File: config.mk
export PLATFORM = sky130hd
export DESIGN_NAME = uart_mmio
export DESIGN_NICKNAME = d
export VERILOG_FILES = /design/src/rtl/uart_mmio.sv
export SDC_FILE = /design/constraint.sdc
export NUM_CORES = 1
export LEC_CHECK = 0
export CAP_MARGIN = 40
export CORE_MARGIN = 1
export CORE_UTILIZATION = 32
export CTS_CLUSTER_DIAMETER = 120
export DETAILED_ROUTE_END_ITERATION = 7
export PLACE_DENSITY = 0.51
export SYNTH_ARGS = -nofsm -noshare
export SYNTH_HDL_FRONTEND = slang
export SYNTH_HIERARCHICAL = 1
export SYNTH_SLANG_ARGS = --single-unit
File: constraint.sdc
create_clock -name clk -period 11.2 [get_ports clk]
set_clock_uncertainty 0.2 [all_clocks]
set_input_delay 1.68 -clock clk [delete_from_list [all_inputs] [get_ports clk]]
set_output_delay 1.68 -clock clk [all_outputs]
set_load 0.02 [all_outputs]
File: src/rtl/uart_mmio.sv
// Memory-mapped 8N1 UART: STAT/RX/TX register window, buffered TX and RX, 1-cycle response.
// Requests accepted every cycle; TX writes to a full FIFO and RX bytes into a full FIFO are dropped.
module uart_fifo #(
  parameter int DEPTH = 8,
  parameter int W     = 8
) (
  input  logic         clk,
  input  logic         rst,
  input  logic         push,
  input  logic [W-1:0] push_dat,
  input  logic         pop,
  output logic [W-1:0] pop_dat,
  output logic         full,
  output logic         empty
);
  localparam int AW = $clog2(DEPTH);

  logic [W-1:0] mem [DEPTH];
  logic [AW:0]  wptr, rptr;
  logic         do_push, do_pop;

  assign empty   = (wptr == rptr);
  assign full    = (wptr[AW] != rptr[AW]) && (wptr[AW-1:0] == rptr[AW-1:0]);
  assign do_pop  = pop && !empty;
  // A full FIFO still takes a push when a pop frees the slot in the same cycle.
  assign do_push = push && (!full || do_pop);
  assign pop_dat = mem[rptr[AW-1:0]];

  always_ff @(posedge clk or negedge rst) begin
    if (!rst) begin
      wptr <= '0;
      rptr <= '0;
    end else begin
      if (do_push) wptr <= wptr + {{AW{1'b0}}, 1'b1};
      if (do_pop)  rptr <= rptr + {{AW{1'b0}}, 1'b1};
    end
  end

  always_ff @(posedge clk) begin
    if (do_push) mem[wptr[AW-1:0]] <= push_dat;
  end
endmodule

module uart_mmio #(
  parameter int CLKDIV     = 868,
  parameter int FIFO_DEPTH = 8
) (
  input  logic        clk,
  input  logic        rst,
  input  logic        req_valid,
  input  logic [1:0]  req_addr,
  input  logic        req_we,
  input  logic [3:0]  req_wmask,
  input  logic [31:0] req_wdata,
  output logic        resp_valid,
  output logic [31:0] resp_rdata,
  output logic        uart_tx,
  input  logic        uart_rx
);
  localparam int CW = $clog2(CLKDIV + 1);
  localparam logic [CW-1:0] BIT_LEN  = CW'(CLKDIV);
  localparam logic [CW-1:0] HALF_LEN = CW'(CLKDIV / 2);
  localparam logic [CW-1:0] CNT_ONE  = CW'(1);

  typedef enum logic [1:0] {IDLE, START, DATA, STOP} state_t;

  logic        unused_bits;
  logic        rd, tx_wr, rx_rd;
  logic [31:0] rdata_d, stat;
  logic        tx_full, tx_empty, tx_pop;
  logic [7:0]  tx_head, tx_shift;
  logic [CW-1:0] tx_cnt, rx_cnt;
  logic [2:0]  tx_bit, rx_bit;
  state_t      tx_state, tx_next, rx_state, rx_next;
  logic        rx_full, rx_empty, rx_push, rx_meta, rx_s;
  logic [7:0]  rx_head, rx_shift;
  logic        tx_exp, rx_exp;

  assign unused_bits = ^{req_wdata[31:8], req_wmask[3:1]};

  assign rd    = req_valid && !req_we;
  assign tx_wr = req_valid && req_we && (req_addr == 2'd2) && req_wmask[0];
  assign rx_rd = rd && (req_addr == 2'd1) && !rx_empty;
  assign stat  = {28'b0, tx_full, tx_empty && (tx_state == IDLE), rx_full, rx_empty};

  always_comb begin
    rdata_d = '0;
    if (rd) begin
      case (req_addr)
        2'd0:    rdata_d = stat;
        2'd1:    rdata_d = rx_empty ? 32'b0 : {24'b0, rx_head};
        default: rdata_d = '0;
      endcase
    end
  end

  always_ff @(posedge clk or negedge rst) begin
    if (!rst) begin
      resp_valid <= 1'b0;
      resp_rdata <= '0;
    end else begin
      resp_valid <= req_valid;
      resp_rdata <= rdata_d;
    end
  end

  uart_fifo #(.DEPTH(FIFO_DEPTH), .W(8)) u_tx_fifo (
    .clk(clk), .rst(rst), .push(tx_wr), .push_dat(req_wdata[7:0]),
    .pop(tx_pop), .pop_dat(tx_head), .full(tx_full), .empty(tx_empty)
  );

  uart_fifo #(.DEPTH(FIFO_DEPTH), .W(8)) u_rx_fifo (
    .clk(clk), .rst(rst), .push(rx_push), .push_dat(rx_shift),
    .pop(rx_rd), .pop_dat(rx_head), .full(rx_full), .empty(rx_empty)
  );

  // Bit counters reload with the bit length and expire at 1.
  assign tx_exp = (tx_cnt == CNT_ONE);
  assign rx_exp = (rx_cnt == CNT_ONE);

  always_comb begin
    tx_next = tx_state;
    tx_pop  = 1'b0;
    case (tx_state)
      IDLE:  if (!tx_empty) begin tx_pop = 1'b1; tx_next = START; end
      START: if (tx_exp) tx_next = DATA;
      DATA:  if (tx_exp && tx_bit == 3'd7) tx_next = STOP;
      STOP:  if (tx_exp) begin
               if (!tx_empty) begin tx_pop = 1'b1; tx_next = START; end
               else tx_next = IDLE;
             end
      default: tx_next = IDLE;
    endcase
  end

  always_ff @(posedge clk or negedge rst) begin
    if (!rst) tx_state <= IDLE;
    else      tx_state <= tx_next;
  end

  always_ff @(posedge clk or negedge rst) begin
    if (!rst) begin
      tx_cnt   <= BIT_LEN;
      tx_bit   <= '0;
      tx_shift <= '0;
      uart_tx  <= 1'b1;
    end else begin
      uart_tx <= (tx_state == START) ? 1'b0 : (tx_state == DATA) ? tx_shift[0] : 1'b1;
      if (tx_pop) begin
        tx_shift <= tx_head;
        tx_cnt   <= BIT_LEN;
        tx_bit   <= '0;
      end else if (tx_state != IDLE) begin
        if (tx_exp) begin
          tx_cnt <= BIT_LEN;
          if (tx_state == DATA) begin
            tx_shift <= {1'b0, tx_shift[7:1]};
            tx_bit   <= tx_bit + 3'd1;
          end
        end else begin
          tx_cnt <= tx_cnt - CNT_ONE;
        end
      end
    end
  end

  always_ff @(posedge clk or negedge rst) begin
    if (!rst) begin
      rx_meta <= 1'b1;
      rx_s    <= 1'b1;
    end else begin
      rx_meta <= uart_rx;
      rx_s    <= rx_meta;
    end
  end

  always_comb begin
    rx_next = rx_state;
    rx_push = 1'b0;
    case (rx_state)
      IDLE:  if (!rx_s) rx_next = START;
      START: if (rx_exp) rx_next = rx_s ? IDLE : DATA;
      DATA:  if (rx_exp && rx_bit == 3'd7) rx_next = STOP;
      STOP:  if (rx_exp) begin rx_next = IDLE; rx_push = rx_s; end
      default: rx_next = IDLE;
    endcase
  end

  always_ff @(posedge clk or negedge rst) begin
    if (!rst) rx_state <= IDLE;
    else      rx_state <= rx_next;
  end

  always_ff @(posedge clk or negedge rst) begin
    if (!rst) begin
      rx_cnt   <= HALF_LEN;
      rx_bit   <= '0;
      rx_shift <= '0;
    end else if (rx_state == IDLE) begin
      rx_cnt <= HALF_LEN;
      rx_bit <= '0;
    end else if (rx_exp) begin
      rx_cnt <= BIT_LEN;
      if (rx_state == DATA) begin
        rx_shift <= {rx_s, rx_shift[7:1]};
        rx_bit   <= rx_bit + 3'd1;
      end
    end else begin
      rx_cnt <= rx_cnt - CNT_ONE;
    end
  end
endmodule

# [After elaboration in Yosys (flattened, before gate mapping)]
# Memory sizes are Yosys's and may differ from the RTL's.
# Index checks and enable logic that the tools add are counted.
[word_totals] wordCells=132 mem_count=2 output_inout_bits=34 ram_bits=128 ff_bits=98
[mem_list] name="u_rx_fifo.mem" words=8 word_bits=8 read_ports=1 rd_ports_with_merged_regs=0 write_ports=1 line="18" rtl="logic [W-1:0] mem [DEPTH];"
[mem_list] name="u_tx_fifo.mem" words=8 word_bits=8 read_ports=1 rd_ports_with_merged_regs=0 write_ports=1 line="18"
[classes] n_addsub=8 n_bitwise=1 n_eq_ne=26 n_mux=42 n_reduce_logical=36
[op_table] operator="$mux W10" n=5
[op_table] operator="$mux W8" n=5
[op_table] operator="$mux W32" n=1
[op_table] operator="$mux W3" n=7
[op_table] operator="$eq A10 B1 Y1 const B" n=2
[op_table] operator="$sub A10 B1 Y10 const B" n=2
[op_table] operator="$mux W2" n=9
[op_table] operator="$add A4 B1 Y4 const B" n=4
[op_table] operator="$ne A2 B2 Y1 const B" n=8
[op_table] operator="$pmux W2 S4" n=2
[op_table] operator="$pmux W8 S2" n=1
[op_table] operator="$logic_and A1 B1 Y1" n=15
[op_table] operator="$reduce_bool A2 Y1" n=6
[op_table] operator="$mux W1" n=11
[op_table] operator="$eq A2 B2 Y1 const B" n=5
[op_table] operator="$eq A4 B4 Y1" n=2
[op_table] operator="$reduce_and A4 Y1" n=2
[op_table] operator="$add A3 B1 Y3 const B" n=2
[op_table] operator="$eq A2 B1 Y1 const B" n=3
[op_table] operator="$eq A3 B3 Y1" n=2
[op_table] operator="$eq A3 B3 Y1 const B" n=2
[op_table] operator="$logic_not A2 Y1" n=3
[op_table] operator="$reduce_and A3 Y1" n=2
[op_table] operator="$logic_not A1 Y1" n=5
[op_table] operator="other kinds (5)" n=7

# [Longest topological paths before layout]
[depth] depth_word=9 mapped_depth=13

# [By module]
# The synthesis kept the hierarchy.
[modules_own_cells] module="uart_fifo at u_rx_fifo" n_inst=1 area_per_inst_um2=3088.0 seq_area_each_um2=2122.0 cells_each=150
[modules_own_cells] module="uart_fifo at u_tx_fifo" n_inst=1 area_per_inst_um2=3078.0 seq_area_each_um2=2122.0 cells_each=149
[modules_own_cells] module="uart_mmio" n_inst=1 area_per_inst_um2=3069.2 seq_area_each_um2=1467.7 cells_each=282

# [Least setup slack after synthesis]
# OpenSTA, ideal clock, no wires.
[synth_timing] path_kind="in2reg" from="input port req_addr[1]" to="memory u_rx_fifo.mem[3][0], enable pin" path_slack_ns=6.722 path_buffers=1 stages=5 setup_ns=0.398 arrival_time_ns=3.880 cell_sequence="or3b_2 nor3b_2 buf_2 nor3_2 nor4b_1"
[synth_between] elab_chain_cells=8
[synth_lines] item="start, declared" line="51" rtl="input logic [1:0] req_addr,"
[synth_lines] item="$eq A2 B1 Y1" line="83" rtl="assign rx_rd = rd && (req_addr == 2'd1) && !rx_empty;"
[synth_lines] item="$logic_and A1 B1 Y1 (2 in a row)" line="83"
[synth_lines] item="via rx_rd" line="68" rtl="logic rd, tx_wr, rx_rd;"
[synth_lines] item="$logic_and A1 B1 Y1" line="24" rtl="assign do_pop = pop && !empty;"
[synth_lines] item="$logic_or A1 B1 Y1" line="26" rtl="assign do_push = push && (!full || do_pop);"
[synth_lines] item="$logic_and A1 B1 Y1" line="26"
[synth_lines] item="$mux W1" line="40" rtl="if (do_push) mem[wptr[AW-1:0]] <= push_dat;"
[synth_lines] item="$mux W1 (not written as such)" line="40"
[synth_lines] item="end, declared" line="18"
# The timed path passes the listed nets, and every way through them passes these cells.

# [Final worst setup path]
[layout_timing] from="register u_tx_fifo.rptr[2]" to="memory u_tx_fifo.mem[7][5], enable pin"
[layout_between] elab_chain_cells=9 word_cells_on_any_way=13
[layout_lines] item="start, declared" line="19" rtl="logic [AW:0] wptr, rptr;"
[layout_lines] item="start signal, assigned" line="35" rtl="if (do_pop) rptr <= rptr + {{AW{1'b0}}, 1'b1};"
[layout_lines] item="$eq A4 B4 Y1 (*)" line="22" rtl="assign empty = (wptr == rptr);"
[layout_lines] item="via tx_empty" line="70" rtl="logic tx_full, tx_empty, tx_pop;"
[layout_lines] item="$mux W1 (*)" line="125, 129"
[layout_lines] item="$mux W1" line="128" rtl="STOP: if (tx_exp) begin"
[layout_lines] item="$pmux W1 S2 (*)" line="124" rtl="case (tx_state)"
[layout_lines] item="via tx_pop" line="70"
[layout_lines] item="$logic_and A1 B1 Y1 (*)" line="24"
[layout_lines] item="$logic_or A1 B1 Y1 (*)" line="26"
[layout_lines] item="$logic_and A1 B1 Y1 (*)" line="26"
[layout_lines] item="$mux W1 (*)" line="40"
[layout_lines] item="$mux W1 (not written as such) (*)" line="40"
[layout_lines] item="end, declared" line="18"
# Mark *: on every way through the listed nets, which the timed path passes. The rest lies on a longest branch.

==> flow_summary_export.csv <==
group,metric,value,unit
outcome,status,"complete, no violations",
sta,period_needed,4090,ps
sta,fin_setup_tns,0,ps
sta,slew_viol_final,0,
power,power.internal,1590,uW
sta,hold_slack,155,ps
floorplan,die_x,172,um
global_routing,grt_pass1_wl,27200,um
global_routing,grt.overflow.total,0,
floorplan,die_h,172,um
final_layout,fin_nets,687,
drt,vias_per_cell,4.82,
final_layout,final_area,0.0107,mm2
clock_network,cts_hold_buffers,0,
floorplan,die_area,0.0295,mm2
clock_network,cts_tree,"done",
final_layout,num_antenna_cells,0,
power,p_total,2250,uW
clock_network,cts_root_buf,"clkbuf_16",
critical_path,cp_num_cells,9,
worst_hold_path,hold_class,"reg2reg",
sta,fin_ws,7110,ps
final_layout,drive_above_1_share,22.5,%
place,placed_area,0.00987,mm2
clock_network,clkSinkCount,202,
sta,setup_viol,0,
global_routing,grt_usage,12.0,%
flow_run,drv_cap,0,
clock_network,insertion_delay,520,ps
worst_hold_path,holdPathStages,0,
yosys,synth-seq-cells,202,
global_routing,grt_max_degree,61,
final_layout,n_fill_cell,2628,
sta,period_share,36.6,%
sta,max_freq,244,MHz
critical_path,path_buf_inv,2,
clock_network,cts_buffer_depth,3,
power,switching_share,29.4,%
power,p_switching,660,uW
sta,slew_headroom,43.0,%
floorplan,ios,77,
power,pwr-share-comb,23.6,%
floorplan,start_util,32.9,%
power,peakVddDrop,0.129,mV
power,power_frac_seq,41.5,%
critical_path,path_class,"reg2reg",
drt,first_iter_violations,268,
clock_network,clkTransAtPathRegs,60,ps
drt,drt-pass1-iter-count,4,
floorplan,rows,61,
yosys,synth.area.top_cells,"edfxtp_1 42%, dfrtp_1 17%, mux4_1 4.6%",
yosys,synth_top_cell_area_share,41.6,%
yosys,synth-async-reset-ratio,36.6,%
floorplan,core,0.0281,mm2
clock_network,cts_resized,0,
yosys,ys_seq_area_share,61.8,%
critical_path,slowest_stage,"dfrtp_1",
power,p_clk_share,35.0,%
final_layout,syn2layout_area_growth,15.7,%
sta,rsz0062_at_grt,"false",
power,p_per_area,210,mW/mm2
sta,worst_pin_slew,852,ps
drt,vias,4927,
critical_path,path_cells,"xnor2_1 -> nand3_2 -> nor2_1 -> nor2_1 -> nand2_1 -> inv_1 -> nor3_2 -> nor2_1 -> buf_4",
place,dp_hpwl,11400,um
clock_network,post_cts_buffers,0,
clock_network,cts_made_buffers,24,
yosys,synth_cells,581,
final_layout,layout_commonest_cell,"edfxtp_1",
drt,wire_per_inst,16.7,um
clock_network,htree_levels,1,
sta,hold_viol,0,
critical_path,r2r_cells,9,
critical_path,path_common_cell,"nor2_1",
yosys,ys_warn_count,6,
yosys,synth_top_area_cell,"edfxtp_1",
power,p_leak,0.00414,uW
global_routing,grt_pass1_vias,4981,
critical_path,startpoint_type,"register",
yosys,ys.flop_type,"edfxtp_1",
critical_path,path_max_fanout,15,
critical_path,critPathRequiredTime,11220,ps
drt,drc,0,
yosys,synth_edf_count,128,
place,port-buffer-count,25,
yosys,synth.avg_cell_area,15.9,um2
place,gp_congestion,0.792,
yosys,ys_types,60,
drt,ant_nets,0,
critical_path,worst_ep_arrival_time,4110,ps
final_layout,final_cell_mix,"128 x edfxtp_1, 61 x dfrtp_1, 33 x nor2_1",
critical_path,cp_top_family,"simple AND/OR/NAND/NOR gates",
critical_path,end_kind,"register",
drt,drt-total-wl,17100,um
yosys,syn_area,0.00924,mm2
place,pre_cts_slack,6720,ps
critical_path,critPathMaxStageDelay,830,ps
global_routing,antenna_found_initial,0,
power groups by stage:
stage	registers (uW)	logic, uW	clock network, uW
global placement	960	486	0
floorplan	899	487	0
detailed placement	946	535	0
global route	943	580	839
CTS	932	537	806
finish	932	529	785
cell type report:
| type | instances | area, um2 | area share, % |
|---|---|---|---|
| Clock buffer | 33 | 664 | 6.22 |
| Tap cell | 378 | 473 | 4.43 |
| Clock inverter | 11 | 146 | 1.37 |
| Sequential cell | 202 | 5710 | 53.5 |
| Inverter | 18 | 67.6 | 0.632 |
| Timing Repair Buffer | 47 | 460 | 4.31 |
| Multi-Input combinational cell | 334 | 3160 | 29.6 |
cell usage after synthesis (3+ instances only):
library cell	instances
edfxtp_1	128
dfrtp_1	61
nor2_1	33
buf_4	24
nand2_1	22
inv_1	18
ha_1	17
nor3_1	17
mux2_4	16
mux4_1	16
mux4_2	16
mux2_1	15
xnor2_1	15
a21oi_1	13
dfstp_2	13
mux2_2	13
buf_2	11
nor4_1	10
buf_6	9
o21ai_0	8
xor2_1	6
a22o_1	5
nand3_1	5
or3_1	5
and2_1	4
clkbuf_1	4
mux2i_1	4
nand4_1	4
o211ai_1	4
o22ai_1	4
o311ai_1	4
o31ai_1	4
xnor2_2	4
nand2b_1	3
nand3b_1	3
nand4b_1	3
nor3_2	3
o31ai_4	3
or3b_2	3
or4_1	3
through the flow:
step                      instances  util (%)
after floorplan                 604         -
after global placement          971      34.8
after detailed placement        979      35.2
after CTS                      1023      38.0
after global routing           1023      38.0
final                          1023      38.0
worst reg2reg max path, cell delays in order, from the launching register on:
cell     delay [ps]
dfrtp_1         830
xnor2_1         190
nand3_2         310
nor2_1          200
nor2_1          310
nand2_1         290
inv_1           580
nor3_2          200
nor2_1          460
buf_4           250
worst paths after layout:
| path | endpoint | start | slack [ps] |
|---|---|---|---|
| worst max-delay path | u_tx_fifo/mem[7][5] | u_tx_fifo/rptr[2] | 7110 |
| worst min-delay path | rx_s | rx_meta | 150 |
| worst max register to register | u_tx_fifo/mem[7][5] | u_tx_fifo/rptr[2] | 7110 |
| worst min register to register | rx_s | rx_meta | 150 |
| max in group asynchronous | uart_tx | rst | 9340 |
| min in group asynchronous | rx_shift[6] | rst | 830 |
flip-flops by register name, summed over array words and instances, names as in the netlist, 4 cells and up, named ones only:
register,count
rx_cnt,10
u_rx_fifo/wptr,4
u_tx_fifo/rptr,4
u_rx_fifo/rptr,4
u_tx_fifo/wptr,4
resp_rdata,8
tx_cnt,10
u_tx_fifo/mem,64
u_rx_fifo/mem,64
tx_shift,8
rx_shift,8
per-layer routing:
metal / global-route usage, % / wire length [um]
met4: 3.62 / 278
met2: 20.9 / 8660
met1: 15.2 / 7480
met5: 0 / 0
met3: 2.22 / 704
logic make-up after synthesis:
group                    Yosys count  synth area share [%]
flip-flops                       202                  61.8
AND/OR/NAND/NOR                  128                  7.75
multiplexers                      80                  14.9
buffers and inverters             68                  4.97
AO/OA/AOI/OAI                     60                  5.49
XOR/XNOR                          25                  2.70
adder cells (fa/ha/maj)           17                  2.30
other                              1                0.0406
Power figures use the tool's default switching activity.
